<file path="config.mk">
export PLATFORM = sky130hd
export DESIGN_NAME = piso_serializer
export DESIGN_NICKNAME = d
export VERILOG_FILES = /design/src/rtl/piso_serializer.sv
export SDC_FILE = /design/constraint.sdc
export NUM_CORES = 1
export LEC_CHECK = 0
export BUFFER_PORTS_ARGS = -buffer_cell sky130_fd_sc_hd__buf_2
export CAP_MARGIN = 20
export CORE_AREA = 2 2 39 41
export CTS_BUF_LIST = sky130_fd_sc_hd__clkbuf_2
export CTS_CLUSTER_DIAMETER = 80
export DETAILED_ROUTE_END_ITERATION = 7
export DIE_AREA = 0 0 41 43
export PLACE_DENSITY = 0.51
export SYNTH_ARGS = -nofsm -noshare
export SYNTH_HDL_FRONTEND = slang
export SYNTH_SLANG_ARGS = --single-unit
</file>
<file path="constraint.sdc">
create_clock -name clk -period 3.7 [get_ports clk]
set_input_delay 0.37 -clock clk [delete_from_list [all_inputs] [get_ports clk]]
set_output_delay 0.37 -clock clk [all_outputs]
set_load 0.02 [all_outputs]
</file>
<file path="src/rtl/piso_serializer.sv">
// Parallel-in, serial-out shift register: accepts a WIDTH-bit word on a valid/ready
// handshake and streams it MSB-first with a true/complement pair and framing strobes.
module piso_serializer #(
  parameter int WIDTH = 4
) (
  input  logic             clk,
  input  logic             rst,
  input  logic             load_valid,
  input  logic [WIDTH-1:0] load_data,
  output logic             load_ready,
  output logic             sout,
  output logic             sout_n,
  output logic             sout_valid,
  output logic             frame_start,
  output logic             busy
);

  localparam int CNT_W = $clog2(WIDTH);
  localparam logic [CNT_W-1:0] CNT_LAST = CNT_W'(WIDTH - 1);
  localparam logic [CNT_W-1:0] CNT_ZERO = {CNT_W{1'b0}};

  typedef enum logic [0:0] {
    ST_IDLE  = 1'b0,
    ST_SHIFT = 1'b1
  } state_t;

  state_t           state_q, state_d;
  logic [WIDTH-1:0] shreg_q, shreg_d;
  logic [CNT_W-1:0] cnt_q, cnt_d;
  logic             sout_q, sout_d;
  logic             sout_n_q, sout_n_d;
  logic             sout_valid_q, sout_valid_d;
  logic             frame_start_q, frame_start_d;

  logic             last_bit_s;
  logic             load_ready_s;
  logic             accept_s;

  // Ready while idle or while the final bit of a word is on the line, so words stream gap-free.
  always_comb begin
    last_bit_s   = (state_q == ST_SHIFT) && (cnt_q == CNT_ZERO);
    load_ready_s = !rst && ((state_q == ST_IDLE) || last_bit_s);
    accept_s     = load_valid && load_ready_s;
  end

  // Next-state and output computation for the shift engine.
  always_comb begin
    state_d       = state_q;
    shreg_d       = shreg_q;
    cnt_d         = cnt_q;
    sout_d        = sout_q;
    sout_n_d      = sout_n_q;
    sout_valid_d  = sout_valid_q;
    frame_start_d = frame_start_q;
    if (accept_s) begin
      state_d       = ST_SHIFT;
      sout_d        = load_data[WIDTH-1];
      sout_n_d      = ~load_data[WIDTH-1];
      shreg_d       = {load_data[WIDTH-2:0], 1'b0};
      cnt_d         = CNT_LAST;
      sout_valid_d  = 1'b1;
      frame_start_d = 1'b1;
    end else begin
      case (state_q)
        ST_SHIFT: begin
          if (cnt_q != CNT_ZERO) begin
            sout_d        = shreg_q[WIDTH-1];
            sout_n_d      = ~shreg_q[WIDTH-1];
            shreg_d       = {shreg_q[WIDTH-2:0], 1'b0};
            cnt_d         = cnt_q - {{(CNT_W-1){1'b0}}, 1'b1};
            sout_valid_d  = 1'b1;
            frame_start_d = 1'b0;
          end else begin
            state_d       = ST_IDLE;
            sout_d        = 1'b0;
            sout_n_d      = 1'b1;
            sout_valid_d  = 1'b0;
            frame_start_d = 1'b0;
          end
        end
        ST_IDLE: begin
          sout_d        = 1'b0;
          sout_n_d      = 1'b1;
          sout_valid_d  = 1'b0;
          frame_start_d = 1'b0;
        end
        default: begin
          state_d       = ST_IDLE;
          shreg_d       = {WIDTH{1'b0}};
          cnt_d         = CNT_ZERO;
          sout_d        = 1'b0;
          sout_n_d      = 1'b1;
          sout_valid_d  = 1'b0;
          frame_start_d = 1'b0;
        end
      endcase
    end
  end

  // State and output registers; reset abandons any frame in flight.
  always_ff @(posedge clk) begin
    if (rst) begin
      state_q       <= ST_IDLE;
      shreg_q       <= {WIDTH{1'b0}};
      cnt_q         <= CNT_ZERO;
      sout_q        <= 1'b0;
      sout_n_q      <= 1'b1;
      sout_valid_q  <= 1'b0;
      frame_start_q <= 1'b0;
    end else begin
      state_q       <= state_d;
      shreg_q       <= shreg_d;
      cnt_q         <= cnt_d;
      sout_q        <= sout_d;
      sout_n_q      <= sout_n_d;
      sout_valid_q  <= sout_valid_d;
      frame_start_q <= frame_start_d;
    end
  end

  assign load_ready  = load_ready_s;
  assign sout        = sout_q;
  assign sout_n      = sout_n_q;
  assign sout_valid  = sout_valid_q;
  assign frame_start = frame_start_q;
  assign busy        = (state_q == ST_SHIFT);

endmodule

</file>
==> flow_summary_export.csv, run 1 <==
group,metric,value,unit
pwr,p_per_area,447,mW/mm²
yosys,yosysUniqueCellTypes,19,
worst_hold_path,min_path_type,"input pin to flop",
route,drt_iter0_drc,0,
sta,slew-limit-headroom,84.3,%
yosys,synth_top_cell_by_area,"dfxtp_1",
pwr,leakage,0.219,nW
sta,finalHoldViolCount,0,
global_routing,antenna_found_initial,0,
sta,fin_tns_setup,0,ps
setup_path,end_kind,"primary output",
clock_tree,cts_sinks,9,
sta,hold_ws,372,ps
setup_path,cp_data_arrival_time,1380,ps
global_routing,grt_pass1_wl,1.04,mm
finish,final_nets,59,
global_routing,grt.total_usage,9.35,%
floorplan,start_util,28.9,%
placed_design,gp_congestion,0.713,
setup_path,ff2ff_setup_slack,2430,ps
sta,finClkSkew,0.542,ps
yosys,synth.ff_latch_count,9,
yosys,synth.area.top_cells,"dfxtp_1 45%, mux2i_1 7.5%, a211oi_2 6.3%",
setup_path,rr_worst_depth,5,
sta,period_share,47.2,%
finish,nFillCells,154,
route,dr_total_vias,292,
clock_tree,cts_buffer_depth,2,
sta,setup_viol,0,
clock_tree,hold_buffers,0,
clock_tree,cts_tree,"done",
yosys,synthFlopType,"dfxtp_1",
route,drtPass1Iterations,1,
yosys,syn-num-nets,46,
floorplan,num_io_pins,13,
route,routedWlPerCell,9.36,µm
route,wirelength,618,µm
setup_path,required,3330,ps
setup_path,r2r-end,"sout_n",
clock_tree,cts_setup_buffers,0,
clock_tree,clk_latency,240,ps
clock_tree,htreeDepth,1,
pwr,vdd_drop_max,0.000134,V
route,viasPerCell,4.42,
yosys,ys_seq_area_share,45.0,%
route,postRouteAntennaNets,0,
worst_hold_path,min_to,"sout",
clock_tree,cts-root-buf,"clkbuf_2",
sta,finalCriticalPeriod,1750,ps
sta,rsz0062_at_grt,"false",
outcome,status,"finished, final reports clean",
yosys,synth_cells,38,
finish,area_growth,17.5,%
floorplan,die-area,0.00176,mm²
sta,fmax,0.573,GHz
placed_design,dp_hpwl,467,µm
setup_path,worstPathMaxFanout,7,
yosys,synth_edf_count,0,
finish,antenna_cells,0,
worst_hold_path,hp-start,"load_data[3]",
global_routing,grt_max_degree,10,
clock_tree,path_clk_slew,90,ps
global_routing,first_global_vias,253,
placed_design,portBuffers,12,
yosys,synth_warnings,0,
flow_run,cap_violations,0,
global_routing,grt_overflow,0,
finish,drive_above_1_share,46.0,%
placed_design,place_area,450,µm²
clock_tree,numCtsBuffers,3,
sta,tightest_slew,235,ps
route,drc,0,
setup_path,crit_type,"flop to primary output",
setup_path,worst_setup_path_start_kind,"flop",
yosys,synth.top_cell.area_share,45.0,%
yosys,avgSynthCellArea,10.5,µm²
finish,design_area,470,µm²
yosys,synthArstFlopShare,0,%
clock_tree,cts_resized,0,
floorplan,coreArea,0.00138,mm²
floorplan,row_count,14,
floorplan,die_h,43,µm
sta,slew_viol_final,0,
worst_hold_path,worstHoldPathCells,3,
yosys,mappedNetlistArea,400,µm²
floorplan,die_w,41,µm
setup_path,crit-reg2reg-launch,"cnt_q[0]",
report_power, final:
group	total [mW]	switching (mW)	internal, mW
Combinational	0.0389	0.0214	0.0174
Sequential	0.109	0.00426	0.105
Clock	0.0624	0.0337	0.0287
worst max-delay path by stage:
stage,startpoint,endpoint,slack [ps],cells after the start
after CTS,cnt_q[0],load_ready,1920,5
after global routing,cnt_q[0],load_ready,1850,5
final,cnt_q[0],load_ready,1950,5
after detailed placement,cnt_q[0],load_ready,2220,5
after floorplan,cnt_q[0],load_ready,2380,5
after global placement,cnt_q[0],load_ready,2250,5
sequential cells by signal (all words and copies together), names as in the netlist:
| name | count |
|---|---|
| cnt_q | 2 |
| busy | 1 |
| sout_n | 1 |
| sout | 1 |
| shreg_q | 3 |
| frame_start | 1 |
cells in the mapped netlist, drive strengths merged (2+ instances only):
library cell,instances
mux2i,3
buf,3
a211oi,4
nor2,6
nor3,3
inv,2
dfxtp,9
area by class of cell:
type                    instances  area, µm²  share of cell area, %
well taps                      16       20.0                   4.26
inverters                       2       7.51                   1.60
multi-input cells              23        183                   38.8
clock buffers                   4       20.0                   4.26
flip-flops and latches          9        180                   38.3
repair buffers                 12       60.1                   12.8
critical path, cell delays in order (launching register included):
cell	delay [ps]
dfxtp_1	390
inv_1	60
ha_1	240
nor2b_4	240
nor2_2	50
buf_2	160
layer usage:
metal	vias up	part of all wire [%]	track usage, %
li1	151	-	-
met1	134	45	11.0
met2	7	49	11.9
met3	0	6.0	4.71
met4	0	0	8.00
met5	-	0	0
stage by stage:
step	util [%]	instances	setup WS (ps)	power [mW]
floorplan	-	38	2380	0.144
global placement	32.5	62	2250	0.151
detailed placement	32.5	62	2220	0.151
CTS	34.0	66	1920	0.216
global route	34.0	66	1850	0.224
finish	34.0	66	1950	0.210
logic make-up after synthesis:
group | count (synthesis) | share of synthesized area [%]
and+or+nand+nor | 14 | 23.4
adders and majority gates | 1 | 3.12
buffers and inverters | 6 | 9.37
muxes | 3 | 7.50
AOI/OAI and AO/OA | 5 | 11.6
DFF | 9 | 45.0
cell usage in the layout (no fill, tap or decap), drive strengths merged:
master and n:
a211oi 4, buf 12, inv 2, or2 1, nor2 6, clkbuf 4
nor2b 1, a31oi 1, mux2i 3, dfxtp 9, ha 1, nand2b 1
and2 1, nor3 3, and3b 1
Note: power is estimated with default switching activity, not from simulation.
==> run 2, diff against run 1 <==
Clock period 3.7 ns to 1.8 ns, I/O delays scaled along.
==> flow_summary_export.csv, run 2 (synthesized netlist as in run 1, its figures left out) <==
group,metric,value,unit
finish,regMostFlops,"shreg_q",
sta,fmax,0.648,GHz
sta,fin_tns_setup,0,ps
global_routing,first_global_vias,261,
placed_design,portBuffers,12,
finish,final_nets,59,
setup_path,worstPathMaxFanout,7,
route,drt_iter0_drc,1,
floorplan,die_h,43,µm
route,dr_total_vias,300,
route,postRouteAntennaNets,0,
sta,finalHoldViolCount,0,
pwr,p_per_area,914,mW/mm²
floorplan,row_count,14,
global_routing,grt.total_usage,9.96,%
pwr,leakage,0.219,nW
flow_run,cap_violations,0,
global_routing,antenna_found_initial,0,
setup_path,rr_worst_depth,5,
sta,rsz0062_at_grt,"false",
worst_hold_path,min_path_type,"input pin to flop",
floorplan,coreArea,0.00138,mm²
sta,final.setup.worst_slack,258,ps
clock_tree,cts_resized,0,
setup_path,worst_setup_path_start_kind,"flop",
clock_tree,numCtsBuffers,3,
route,routedWlPerCell,9.45,µm
sta,hold_ws,190,ps
clock_tree,htreeDepth,1,
placed_design,dp_hpwl,476,µm
setup_path,end_kind,"primary output",
global_routing,grt_overflow,0,
clock_tree,hold_buffers,0,
setup_path,required,1620,ps
sta,period_share,85.7,%
clock_tree,cts_setup_buffers,0,
pwr,vdd_drop_max,0.000338,V
outcome,status,"finished, final reports clean",
sta,setup_viol,0,
placed_design,place_ws,504,ps
placed_design,gp_congestion,0.655,
route,wirelength,624,µm
global_routing,grt_max_degree,10,
finish,final_util,34.0,%
clock_tree,cts_sinks,9,
finish,antenna_cells,0,
sta,slew-limit-headroom,84.9,%
clock_tree,cts-root-buf,"clkbuf_2",
floorplan,die-area,0.00176,mm²
finish,area_growth,17.5,%
pwr,total_power,0.430,mW
clock_tree,clk_latency,240,ps
finish,final_cell_mix,"12 x buf_2, 9 x dfxtp_1, 5 x nor2_1",
route,drc,0,
floorplan,start_util,28.9,%
sta,slew_viol_final,0,
finish,final_common_cell,"buf_2",
floorplan,die_w,41,µm
finish,reg_top3,"shreg_q x3, cnt_q x2",
clock_tree,cts_tree,"done",
route,viasPerCell,4.55,
global_routing,grt_pass1_wl,1.07,mm
setup_path,crit_type,"flop to primary output",
setup_path,cp_data_arrival_time,1360,ps
sta,finalCriticalPeriod,1540,ps
floorplan,num_io_pins,13,
route,drtPass1Iterations,2,
worst_hold_path,worstHoldPathCells,3,
finish,largest_register_ffs,3,
sta,tightest_slew,226,ps
clock_tree,path_clk_slew,90,ps
finish,drive_above_1_share,46.0,%
clock_tree,cts_buffer_depth,2,
sta,finClkSkew,3.52,ps
-- run 2: cell counts in the layout (fill, tap and decap cells not counted) --
Identical to the previous run, type by type.
-- run 2: worst max-delay path, cell delays in order (launching register included) --
cell     delay (ps)
dfxtp_1         380
inv_1            60
ha_1            230
nor2b_4         240
nor2_2           50
buf_2           160
-- run 2: path summary, 6_finish.rpt --
check | from | to | slack [ps]
worst max register to register | cnt_q[0] | sout_n | 530
worst max-delay path | cnt_q[0] | load_ready | 260
worst min register to register | shreg_q[1] | shreg_q[2] | 500
worst min-delay path | load_data[3] | sout | 190
-- run 2: cell type report --
type                            count  area, µm²
Clock buffer                        4       20.0
Fill cell                         164        913
Inverter                            2       7.51
Multi-Input combinational cell     23        183
Sequential cell                     9        180
Tap cell                           16       20.0
Timing Repair Buffer               12       60.1
-- run 2: where the power goes --
group / total [mW] / internal [mW] / switching [mW]
registers: 0.224 / 0.215 / 0.00903
clock network: 0.126 / 0.0591 / 0.0672
logic: 0.0798 / 0.0357 / 0.0441
-- run 2: per-stage QoR --
| step | std cells | area (µm²) |
|---|---|---|
| 6_report | 66 | 470 |
| 5_1_grt | 66 | 470 |
| 4_1_cts | 66 | 470 |
| 3_5_place_dp | 62 | 450 |
| 3_3_place_gp | 62 | 450 |
| 2_1_floorplan | 38 | 400 |
-- run 2: layer usage --
metal | vias to the layer above | routed length, µm | global-route usage, %
li1 | 151 | - | -
met1 | 138 | 249 | 10.4
met2 | 11 | 315 | 12.5
met3 | 0 | 59 | 9.42
met4 | 0 | 0 | 6.00
met5 | - | 0 | 0
==> run 3, diff against run 2 <==
Settings changed: CTS_BUF_LIST sky130_fd_sc_hd__clkbuf_2 to unset.
==> flow_summary_export.csv, run 3 (synthesized netlist as in run 1, its figures left out) <==
group,metric,value,unit
outcome,status,"finished, final reports clean",
placed_design,post-place-cells,62,
worst_hold_path,min_path_type,"input pin to flop",
placed_design,dp_hpwl,476,µm
clock_tree,numCtsBuffers,3,
finish,seqCellArea,180,µm²
clock_tree,cts-root-buf,"clkbuf_4",
pwr,leakage,0.217,nW
finish,antenna_cells,0,
floorplan,row_count,14,
finish,final_common_cell,"buf_2",
route,dr_total_vias,293,
worst_hold_path,hp-start,"load_data[3]",
setup_path,crit-reg2reg-launch,"cnt_q[0]",
flow_run,cap_violations,0,
sta,setup_viol,0,
clock_tree,htreeDepth,1,
worst_hold_path,min_to,"sout",
sta,slew_viol_final,0,
clock_tree,cts_tree,"done",
finish,reg_top3,"shreg_q x3, cnt_q x2",
floorplan,num_io_pins,13,
route,postRouteAntennaNets,0,
floorplan,die_h,43,µm
finish,largest_register_ffs,3,
setup_path,ff2ff_setup_slack,530,ps
finish,area_growth,19.1,%
clock_tree,cts_resized,0,
finish,nFillCells,164,
global_routing,grt_max_degree,10,
global_routing,first_global_vias,255,
finish,drive_above_1_share,44.0,%
global_routing,grt.total_usage,9.76,%
setup_path,worst_setup_path_start_kind,"flop",
clock_tree,cts_sinks,9,
route,wirelength,614,µm
sta,fmax,0.646,GHz
finish,final_cell_mix,"12 x buf_2, 9 x dfxtp_1, 5 x nor2_1",
setup_path,crit_type,"flop to primary output",
sta,fin_tns_setup,0,ps
sta,finClkSkew,3.83,ps
setup_path,rr_worst_depth,5,
pwr,total_power,0.456,mW
global_routing,grt_pass1_wl,1.08,mm
route,drt_iter0_drc,0,
route,viasPerCell,4.44,
setup_path,worstPathMaxFanout,7,
clock_tree,path_clk_slew,60,ps
floorplan,coreArea,0.00138,mm²
pwr,p_per_area,956,mW/mm²
pwr,vdd_drop_max,0.000360,V
clock_tree,clk_latency,260,ps
floorplan,die_w,41,µm
global_routing,antenna_found_initial,0,
floorplan,die-area,0.00176,mm²
finish,final_nets,59,
clock_tree,cts_setup_buffers,0,
clock_tree,cts_buffer_depth,2,
worst_hold_path,worstHoldPathCells,3,
sta,period_share,86.0,%
route,routedWlPerCell,9.30,µm
route,drc,0,
sta,rsz0062_at_grt,"false",
finish,regMostFlops,"shreg_q",
clock_tree,hold_buffers,0,
placed_design,gp_congestion,0.655,
sta,slew-limit-headroom,85.0,%
sta,finalCriticalPeriod,1550,ps
global_routing,grt_overflow,0,
setup_path,cp_data_arrival_time,1370,ps
placed_design,portBuffers,12,
setup_path,end_kind,"primary output",
sta,tightest_slew,225,ps
route,drtPass1Iterations,1,
finish,multi_input_area,183,µm²
setup_path,required,1620,ps
setup_path,r2r-end,"sout_n",
finish,layoutNonFillerInstCount,66,
sta,finalHoldViolCount,0,
floorplan,start_util,28.9,%
[run 3: changes by cell type in the layout (fill, tap and decap cells not counted)]
cell / delta
clkbuf_1: +1
clkbuf_4: +3
clkbuf_2: -4
[run 3: critical path, cell delays in order, from the launching register on]
cell and delay (ps):
dfxtp_1 370, inv_1 60, ha_1 230, nor2b_4 240
nor2_2 50, buf_2 160
[run 3: layout make-up]
type / count / area share (%)
repair buffers: 12 / 12.6
multi-input cells: 23 / 38.3
clock buffers: 4 / 5.51
well taps: 16 / 4.20
inverters: 2 / 1.57
flip-flops and latches: 9 / 37.8
[run 3: worst max-delay path by stage]
| stage | slack (ps) | end | startpoint | depth (start not counted) |
|---|---|---|---|---|
| 6_report | 250 | load_ready | cnt_q[0] | 5 |
| 3_3_place_gp | 540 | load_ready | cnt_q[0] | 5 |
| 3_5_place_dp | 500 | load_ready | cnt_q[0] | 5 |
| 5_1_grt | 140 | load_ready | cnt_q[0] | 5 |
| 2_1_floorplan | 580 | frame_start | cnt_q[0] | 6 |
| 4_1_cts | 220 | load_ready | cnt_q[0] | 5 |
[run 3: power by group]
group	switching [mW]	internal (mW)	total [mW]
combinational	0.0439	0.0357	0.0796
sequential	0.00903	0.215	0.224
clock	0.0666	0.0852	0.152
[run 3: routing by layer]
metal,part of all wire (%),vias up,GRT usage [%]
met5,0,-,0
met1,40,132,10.7
li1,-,151,-
met3,9.6,0,9.42
met2,50,10,12.5
met4,0,0,4.00
[run 3: stage by stage]
step	hold slack, ps	utilization [%]	setup slack, ps	instance area (µm²)
finish	179	34.4	253	477
detailed placement	449	32.5	504	450
global placement	444	32.5	537	450
floorplan	340	-	581	400
CTS	175	34.4	217	477
global route	217	34.4	137	477
